## src/rtl/stream_id_router.sv

```systemverilog
// Steers a merged stream back out to per-id outputs, one register slot per
// output; packets with an unknown id are swallowed and counted.
module stream_id_router #(
  parameter int T_DATA_WIDTH = 4,
  parameter int T_QOS__WIDTH = 2,
  parameter int STREAM_COUNT = 3,
  parameter int T_ID___WIDTH = $clog2(STREAM_COUNT)
) (
  input  logic                    clk,
  input  logic                    rst,
  input  logic [T_DATA_WIDTH-1:0] s_data_in,
  input  logic [T_QOS__WIDTH-1:0] s_qos_in,
  input  logic [T_ID___WIDTH-1:0] s_id_in,
  input  logic                    s_last_in,
  input  logic                    s_valid_in,
  output logic                    s_ready_out,
  output logic [T_DATA_WIDTH-1:0] m_data_out [STREAM_COUNT],
  output logic [T_QOS__WIDTH-1:0] m_qos_out [STREAM_COUNT],
  output logic [STREAM_COUNT-1:0] m_last_out,
  output logic [STREAM_COUNT-1:0] m_valid_out,
  input  logic [STREAM_COUNT-1:0] m_ready_in,
  output logic                    pkt_active_out,
  output logic [15:0]             drop_cnt_out
);

  localparam logic [T_ID___WIDTH:0] N_EXT =
    (T_ID___WIDTH+1)'(STREAM_COUNT);

  typedef enum logic [1:0] {IDLE, ROUTE, DROP} state_t;

  state_t                  state_q, state_d;
  logic [T_ID___WIDTH-1:0] dest_q, dest_d;
  logic [T_ID___WIDTH-1:0] eff_dest;
  logic                    in_range;
  logic                    drop_beat;
  logic                    accept;
  logic                    drop_done;
  logic [STREAM_COUNT-1:0] load;

  assign eff_dest = (state_q == IDLE) ? s_id_in : dest_q;
  assign in_range = {1'b0, eff_dest} < N_EXT;

  always_ff @(posedge clk) begin
    if (rst) begin
      state_q <= IDLE;
      dest_q  <= '0;
    end else begin
      state_q <= state_d;
      dest_q  <= dest_d;
    end
  end

  always_comb begin
    state_d = state_q;
    dest_d  = dest_q;
    unique case (state_q)
      IDLE: begin
        if (accept) begin
          dest_d = s_id_in;
          if (!s_last_in)
            state_d = in_range ? ROUTE : DROP;
        end
      end
      ROUTE, DROP: begin
        if (accept && s_last_in)
          state_d = IDLE;
      end
      default: state_d = IDLE;
    endcase
  end

  // Ready only looks at the slot this beat is headed for.
  always_comb begin
    drop_beat = (state_q == DROP) ||
                (state_q == IDLE && !in_range);
    if (drop_beat)
      s_ready_out = 1'b1;
    else
      s_ready_out = !m_valid_out[eff_dest] ||
                    m_ready_in[eff_dest];
    accept    = s_valid_in && s_ready_out;
    drop_done = accept && drop_beat && s_last_in;
    load      = '0;
    for (int i = 0; i < STREAM_COUNT; i++)
      load[i] = accept && !drop_beat &&
                (eff_dest == T_ID___WIDTH'(i));
  end

  assign pkt_active_out = (state_q != IDLE);

  always_ff @(posedge clk) begin
    if (rst) begin
      m_valid_out <= '0;
      m_last_out  <= '0;
      for (int i = 0; i < STREAM_COUNT; i++) begin
        m_data_out[i] <= '0;
        m_qos_out[i]  <= '0;
      end
    end else begin
      for (int i = 0; i < STREAM_COUNT; i++) begin
        if (load[i]) begin
          m_valid_out[i] <= 1'b1;
          m_data_out[i]  <= s_data_in;
          m_qos_out[i]   <= s_qos_in;
          m_last_out[i]  <= s_last_in;
        end else if (m_ready_in[i]) begin
          m_valid_out[i] <= 1'b0;
        end
      end
    end
  end

  always_ff @(posedge clk) begin
    if (rst)
      drop_cnt_out <= '0;
    else if (drop_done && drop_cnt_out != 16'hFFFF)
      drop_cnt_out <= drop_cnt_out + 16'd1;
  end

endmodule
```

## config.mk

```make
export PLATFORM = sky130hd
export DESIGN_NAME = stream_id_router
export DESIGN_NICKNAME = d
export VERILOG_FILES = /design/src/rtl/stream_id_router.sv
export SDC_FILE = /design/constraint.sdc
export NUM_CORES = 1
export LEC_CHECK = 0
export CORE_UTILIZATION = 49
export DETAILED_ROUTE_END_ITERATION = 6
export HOLD_SLACK_MARGIN = 0.12
export PLACE_DENSITY_LB_ADDON = 0.25
export SYNTH_ARGS = -nofsm -noshare
export SYNTH_HDL_FRONTEND = slang
export SYNTH_SLANG_ARGS = --single-unit
export TNS_END_PERCENT = 100
```

## constraint.sdc

```tcl
create_clock -name clk -period 3.4 [get_ports clk]
set_input_delay 0.51 -clock clk [delete_from_list [all_inputs] [get_ports clk]]
set_output_delay 0.51 -clock clk [all_outputs]
set_load 0.02 [all_outputs]
```

* After elaboration in Yosys (flattened, before gate mapping)
Index checks and enable logic that the tools add are counted.
Widths: inputs -> output; s select.
** Word-level totals
- Output and inout port bits :: 42
- Word-level logic and storage cells :: 67
- Register bits after elaboration :: 44
- Input bits :: 15
** Operators by class
- Eq/ne operators :: 8
- Reduce and logical (&&, ||, !) cells :: 24
- Multiplexer cells :: 17
- $lt $le $gt $ge :: 2
- Add/sub/neg operators :: 1
** Operator list (number)
- $add 16x1->16 const B :: 1
- $ne 16x16->1 const B :: 1
- $logic_and 1x1->1 :: 10
- $mux 2 :: 5
- $mux 1 :: 9
- $reduce_bool 2->1 :: 4
- $ne 2x2->1 const B :: 3
- $bmux 1 s2 :: 2
- $eq 2x1->1 const B :: 2
- $eq 2x2->1 const B :: 2
- $logic_not 2->1 :: 2
- $pmux 2 s2 :: 1
- $logic_not 1->1 :: 3
- $lt 2x3->1 const B :: 1
- $reduce_and 3->1 :: 1
- $logic_or 1x1->1 :: 2
- $lt 2x2->1 const B :: 1
- $reduce_and 2->1 :: 1
- $reduce_or 2->1 :: 1

* Longest topological paths before layout
Gate-level depths: netlist (run 1).
- Depth in word-level cells :: 11
- Mapped depth :: 8
- Mapped depth without buffers :: 7

* Least setup slack after synthesis (run 1)
Ideal clock, no wire load.
- Kind :: register to output
- Start point :: register state_q[0]
- End point :: output port s_ready_out
- Path slack :: 0.830 ns
- Arrival time :: 2.060 ns
- Cell stages (with the launch flop) :: 7
- Buffers on the path :: 0
- Data required time :: 2.890 ns
- Cell sequence :: dfxtp_1 -> inv_1 -> ha_1 -> mux2i_1 -> mux2_4 -> a221o_2 -> or2_2
** On the way
- Word-level cells in the longest chain between the ends :: 7
- Elaborated cells on any way between the ends :: 14
- Classes of those cells :: order compare (1); eq/ne (1); mux (6); reduce/logical (6)
** RTL lines
- start: declaration :: line 31 : state_t state_q, state_d;
- start signal: assignment :: line 48 : state_q <= state_d;
- $logic_not 2->1 :: line 40, 75
- $mux 2 :: line 40 : assign eff_dest = (state_q == IDLE) ? s_id_in : dest_q;
- $bmux 1 s2 or $lt 2x2->1 (tied branches) :: line 79, 41
- $mux 1 (implied by the code) or $logic_not 1->1 (tied branches) :: line 79, 75
- $logic_not 1->1 or $logic_and 1x1->1 (tied branches) :: line 79, 75
- $logic_or 1x1->1 (on tied branches) :: line 79, 74
- $mux 1 * :: line 76 : if (drop_beat)
- end: declaration :: line 16 : output logic s_ready_out,
Mark *: on every way between the ends. The rest lies on a longest branch, timed or not. The select of a mux whose other input is x is not followed.

* Worst setup path after layout (run 1)
- Start point :: register state_q[1]
- End point :: output port s_ready_out
Same word-level chain as after synthesis.

==> impl_metrics.json, run 1 <==
{
  "outcome": "finished clean",
  "clk-insertion-delay-late_ps": 300,
  "cp_slowest_cell": "clkdlybuf4s50_1",
  "vias": 1893,
  "syn2layout_area_growth_pct": 31.79,
  "yosys.area.top_type": "dfxtp_1",
  "pre_cts_ws_ps": 213.3,
  "min_from": "m_data_out[10]",
  "yosysUniqueCellTypes": 48,
  "fmax_ghz": 0.3089,
  "cts_tree": "yes",
  "rsz0062_at_grt": "no",
  "start_util": 0.5153,
  "drive_above_1_share": 0.1361,
  "drc_errors": 0,
  "fin_tns_setup_ps": 0,
  "grtUsageTotal": 0.2162,
  "grt_pass1_wl_um": 8652,
  "slew_headroom": 0.4914,
  "hold_buffers": 0,
  "synth.area.top_cells": "dfxtp_1 (39%), mux2i_1 (12%), nand2b_1 (6.1%), or2b_2 (5.0%), nor2_1 (3.1%)",
  "cp_cell_sequence": "inv_1 -> ha_1 -> mux2i_1 -> mux2_4 -> a221o_2 -> or2_2 -> clkdlybuf4s50_1",
  "fin_crit_ps": 3237,
  "fin_cells": 346,
  "num_antenna_cells": 0,
  "cap_violations": 0,
  "wl_um": 4964,
  "cts_setup_buffers": 0,
  "chipWidth_um": 70.14,
  "cts_resized": 0,
  "ios": 57,
  "startpoint_type": "flip-flop",
  "syn-num-nets": 250,
  "via_per_inst": 5.471,
  "yosys_register_bits": 44,
  "core_mm2": 0.004414,
  "reg2reg_slack_ps": 810,
  "p_leak_nw": 1.144,
  "firstDrtPassIters": 4,
  "place_congestion": 0.8980,
  "reg2reg_depth": 9,
  "cp_slowest_stage_delay_ps": 530,
  "synthCells": 232,
  "cts_inserted_buffers": 5,
  "worstPathArrival_ps": 2730,
  "rr_endpoint": "m_data_out[8]",
  "min_period_over_period": 0.9520,
  "synthArstFlopShare": 0,
  "syn_area_mm2": 0.002275,
  "cts-root-buf": "clkbuf_8",
  "synth-edff-count": 0,
  "slew_viol_final": 0,
  "htreeDepth": 2,
  "place_hpwl_um": 3460,
  "r2r_start": "state_q[1]",
  "hold_viol": 0,
  "worstMarginPinSlew_ps": 759.3,
  "powerDensity_mw_per_mm2": 377.5,
  "holdPathEnd": "m_data_out[10]",
  "placedCellCount": 338,
  "dieArea_mm2": 0.004919,
  "ys_warn_count": 0,
  "ir_drop_mv": 0.3201,
  "clock_path_buffers": 2,
  "required_ps": 2890,
  "grt_max_degree": 55,
  "worstSetupPathType": "flip-flop to primary output",
  "clock-skew-final_ps": 7.515,
  "clkTransAtPathRegs_ps": 90,
  "syn_area_per_cell_um2": 9.805,
  "nets": 311,
  "synth_ff_type": "dfxtp_1",
  "endpoint_kind": "primary output",
  "worst_hold_path.num_cells": 2,
  "final.setup.worst_slack_ps": 163.2,
  "grt_overflow": 0,
  "synth_top_area_frac": 0.3872,
  "grt_antenna_before_repair": 0,
  "ys_seq_area_frac": 0.3872,
  "cp_max_fo": 5,
  "setup_violations": 0,
  "hold_class": "flip-flop to flip-flop",
  "dieHeight_um": 70.14,
  "routedWlPerCell_um": 14.35,
  "grt_pass1_vias": 1858,
  "cts_sinks": 44,
  "utilization": 0.6791,
  "postRouteAntennaNets": 0,
  "fp-row-count": 24,
  "drt_iter0_markers": 113,
  "port-buffer-count": 56
}
==> worst max-delay path: cells and delay by family, from the launching register on <==
family	cells	cell delay [ps]
fa+ha+maj	1	210
mux	2	590
flops	1	410
buf+inv	2	590
simple gates	1	270
compound gates	1	360
==> Yosys cell counts, types with 2 or more instances <==
master     instances
inv_1              6
nor2_1            19
xnor2_1            4
o211ai_1           3
nand3_1            6
buf_6              3
mux2_2             2
nand2b_1          22
ha_1               3
clkbuf_1           5
nand4_1            7
nor2b_1            2
o2111ai_1          3
nor3_1             2
and3_1             3
a21oi_1            8
nand2_1            5
o21ai_0            4
a31oi_1            3
mux2i_1           27
xor2_1             8
and4_1             4
nor4_1             2
or2b_2            13
nand4b_1           2
dfxtp_1           44
==> area by class of cell <==
type                            instances  area [µm²]
Fill cell                             374        1416
Sequential cell                        44       880.8
Multi-Input combinational cell        172        1297
Clock buffer                            5       68.82
Clock inverter                          3       42.54
Inverter                                6       22.52
Timing Repair Buffer                   64       620.6
Tap cell                               52       65.06
==> logic make-up (layout without fill, tap and decap cells) <==
family / after synthesis / in the layout / synth area share
AO/OA/AOI/OAI: 33 / 33 / 0.1133
flip-flops: 44 / 44 / 0.3872
multiplexers: 30 / 30 / 0.1353
adder cells (fa/ha/maj): 3 / 3 / 0.01650
buffers and inverters: 16 / 78 / 0.04235
XOR/XNOR: 12 / 12 / 0.04620
AND/OR/NAND/NOR: 94 / 94 / 0.2591
==> sequential cells by signal (all words and copies together), names as in the netlist <==
| register | count |
|---|---|
| dest_q | 2 |
| drop_cnt_out | 16 |
| m_data_out | 12 |
| m_last_out | 3 |
| m_qos_out | 6 |
| m_valid_out | 3 |
| state_q | 2 |
==> stage by stage <==
step | instance area (µm²) | hold WS (ps) | total power (W)
2_1_floorplan | 2275 | 459.7 | 0.0006714
3_3_place_gp | 2887 | 459.8 | 0.0007407
3_5_place_dp | 2887 | 467.5 | 0.0007422
4_1_cts | 2998 | 480.7 | 0.001142
5_1_grt | 2998 | 503.7 | 0.001181
6_report | 2998 | 476.0 | 0.001132
==> power by group <==
part           total (W)  internal, W  switching (W)
Combinational   0.000188    0.0000937      0.0000944
Clock           0.000400     0.000218       0.000182
Sequential      0.000544     0.000532      0.0000119
Total            0.00113     0.000843       0.000288
==> how the worst max path moves through the flow <==
stage                          start          end  slack, ps  cells past startpoint
final                     state_q[1]  s_ready_out        160                      7
after global routing      state_q[0]  s_ready_out         90                      7
after CTS                 state_q[0]  s_ready_out        180                      7
after detailed placement  s_id_in[1]  s_ready_out        210                      6
after global placement    s_id_in[1]  s_ready_out        200                      6
after floorplan           state_q[0]  s_ready_out        830                      6
==> placed cells by master (no fill, tap or decap), drive strengths merged, types with 3 or more instances in the layout <==
cell           netlist  final
o211ai               3      3
nand4                7      7
nand2                5      5
xnor2                4      4
buf                  4      8
dfxtp               44     44
and4                 4      4
or2b                13     13
mux2                 3      3
inv                  6      6
and3                 3      3
clkdlybuf4s50        0     56
o21ai                4      4
nand2b              22     22
a31oi                3      3
nor2                19     19
mux2i               27     27
xor2                 8      8
a21oi                8      8
ha                   3      3
nand3                6      6
nor4                 3      3
o2111ai              4      4
clkbuf               6      5
==> per-layer routing <==
layer | routed length [µm] | track usage
met1 | 2327 | 0.2896
met2 | 2261 | 0.3397
met3 | 332 | 0.05483
met4 | 42 | 0.07111
met5 | 0 | 0
Power figures use the tool's default switching activity.
==> inputs of run 2 (changes only) <==
Settings changed: CORE_MARGIN set to 2, CORE_UTILIZATION 49 to 53, SETUP_SLACK_MARGIN set to 0.15.
Clock period 3.4 ns to 4 ns, I/O delays scaled along.
==> run 2 against run 1 <==
  * Sequential share of layout area grew 0.55 points
  * Wire length grew 0.93%
  * Core utilization up 4.6 points
  * Setup slack better by 160 ps
  * Sequential cell count is the same
  * Largest power group unchanged
==> impl_metrics.json, run 2 (synthesis results as in run 1) <==
{
  "startpoint_type": "primary input",
  "port-buffer-count": 56,
  "vias": 1905,
  "drt_iter0_markers": 121,
  "grtUsageTotal": 0.2157,
  "slew_headroom": 0.3699,
  "reg2reg_depth": 8,
  "worst_hold_path.num_cells": 2,
  "holdPathEnd": "m_data_out[10]",
  "fp-row-count": 23,
  "clkTransAtPathRegs_ps": 80,
  "wl_um": 5010,
  "via_per_inst": 5.619,
  "dieArea_mm2": 0.004832,
  "fin_tns_setup_ps": 0,
  "p_seq_frac": 0.508,
  "chipWidth_um": 69.51,
  "place_congestion": 0.9214,
  "ios": 57,
  "dieHeight_um": 69.51,
  "cts_inserted_buffers": 5,
  "final_common_cell": "clkdlybuf4s50_1",
  "fin_crit_ps": 3679,
  "r2r_start": "state_q[0]",
  "rsz0062_at_grt": "no",
  "start_util": 0.5606,
  "fmax_ghz": 0.2718,
  "core_mm2": 0.004058,
  "switching_share": 0.2667,
  "min_period_over_period": 0.9199,
  "cts-root-buf": "clkbuf_8",
  "pre_cts_ws_ps": 327.4,
  "clk-insertion-delay-late_ps": 290,
  "p_comb_frac": 0.168,
  "total_power_w": 0.0009103,
  "largest_reg_flops": 16,
  "postRouteAntennaNets": 0,
  "p_leak_nw": 1.110,
  "hold_buffers": 0,
  "clkPwrFrac": 0.324,
  "place_hpwl_um": 3617,
  "grt_max_degree": 37,
  "drc_errors": 0,
  "grt_pass1_vias": 1793,
  "worstPathArrival_ps": 3080,
  "hold_viol": 0,
  "cp_max_fo": 8,
  "final.setup.worst_slack_ps": 320.5,
  "htreeDepth": 2,
  "worstSetupPathType": "primary input to primary output",
  "fillers": 321,
  "switching_power_w": 0.0002428,
  "grt_overflow": 0,
  "ir_drop_mv": 0.2372,
  "nets": 306,
  "slew_viol_final": 0,
  "cts_setup_buffers": 0,
  "clock-skew-final_ps": 4.147,
  "drive_above_1_share": 0.1211,
  "whs_ps": 475.2,
  "num_antenna_cells": 0,
  "syn2layout_area_growth_pct": 29.37,
  "setup_violations": 0,
  "endpoint_kind": "primary output",
  "grt_antenna_before_repair": 0,
  "mostFrequentLayoutCells": "clkdlybuf4s50_1 (56), dfxtp_1 (44), mux2i_1 (27), nand2b_1 (22), nor2_1 (19)",
  "firstDrtPassIters": 4,
  "powerDensity_mw_per_mm2": 309.3,
  "rr_endpoint": "m_qos_out[4]",
  "clock_path_buffers": 2,
  "routedWlPerCell_um": 14.78,
  "utilization": 0.7253,
  "cts_tree": "yes",
  "reg2reg_slack_ps": 1280,
  "regMostFlops": "drop_cnt_out",
  "required_ps": 3400,
  "intPower_w": 0.0006675,
  "outcome": "finished clean",
  "hold_class": "flip-flop to flip-flop",
  "grt_pass1_wl_um": 8507,
  "worstMarginPinSlew_ps": 942.2,
  "cts_sinks": 44,
  "cap_violations": 0,
  "min_from": "m_data_out[10]",
  "reg_top3": "drop_cnt_out x16, m_data_out x12, m_qos_out x6"
}
-- run 2: how the worst max path moves through the flow --
stage                        to  cells past startpoint  startpoint
detailed placement  s_ready_out                      6  s_id_in[1]
global placement    s_ready_out                      6  s_id_in[1]
finish              s_ready_out                      6  s_id_in[1]
CTS                 s_ready_out                      7  state_q[0]
floorplan           s_ready_out                      6  state_q[0]
global route        s_ready_out                      7  state_q[0]
-- run 2: stage by stage --
stage,instances,cell area (µm²)
2_1_floorplan,232,2275
4_1_cts,339,2940
3_5_place_dp,331,2846
3_3_place_gp,331,2846
6_report,339,2943
5_1_grt,339,2943
-- run 2: per-layer routing --
| metal | share of wire | vias up | routed length, µm | GRT usage |
|---|---|---|---|---|
| li1 | - | 944 | - | - |
| met4 | 0.012 | 0 | 59 | 0.06754 |
| met1 | 0.46 | 908 | 2301 | 0.2764 |
| met5 | 0 | - | 0 | 0 |
| met3 | 0.049 | 8 | 246 | 0.06250 |
| met2 | 0.48 | 45 | 2403 | 0.3504 |
-- run 2: final cells by class --
cell class	count	area, µm²	share of cell area
Timing Repair Buffer	59	583.1	0.1981
Clock buffer	7	86.33	0.02934
Sequential cell	44	880.8	0.2993
Inverter	6	22.52	0.007653
Clock inverter	1	7.507	0.002551
Multi-Input combinational cell	172	1300	0.4418
Tap cell	50	62.56	0.02126
-- run 2: timing repair --
action	CTS	global route
endpoints found under the setup margin	0	1
endpoints found under the hold margin	0	0
gates resized for setup	0	1
-- run 2: critical path, stage by stage --
cell	delay, ps
clkdlybuf4s50_1	520
mux2i_1	370
mux2_4	340
a221o_2	420
or2_2	290
clkdlybuf4s50_1	540
-- run 2: power groups by stage --
stage / Combinational [W] / Clock [W] / Sequential (W)
2_1_floorplan: 0.0000863 / 0 / 0.000484
6_report: 0.000153 / 0.000295 / 0.000463
3_3_place_gp: 0.000150 / 0 / 0.000472
3_5_place_dp: 0.000152 / 0 / 0.000473
4_1_cts: 0.000152 / 0.000300 / 0.000463
5_1_grt: 0.000164 / 0.000319 / 0.000465
==> inputs of run 3 (changes only) <==
Settings changed: CTS_CLUSTER_SIZE set to 16.
==> results of run 3 <==
Same layout as run 2: the final DEF is identical, and so are final timing and power.
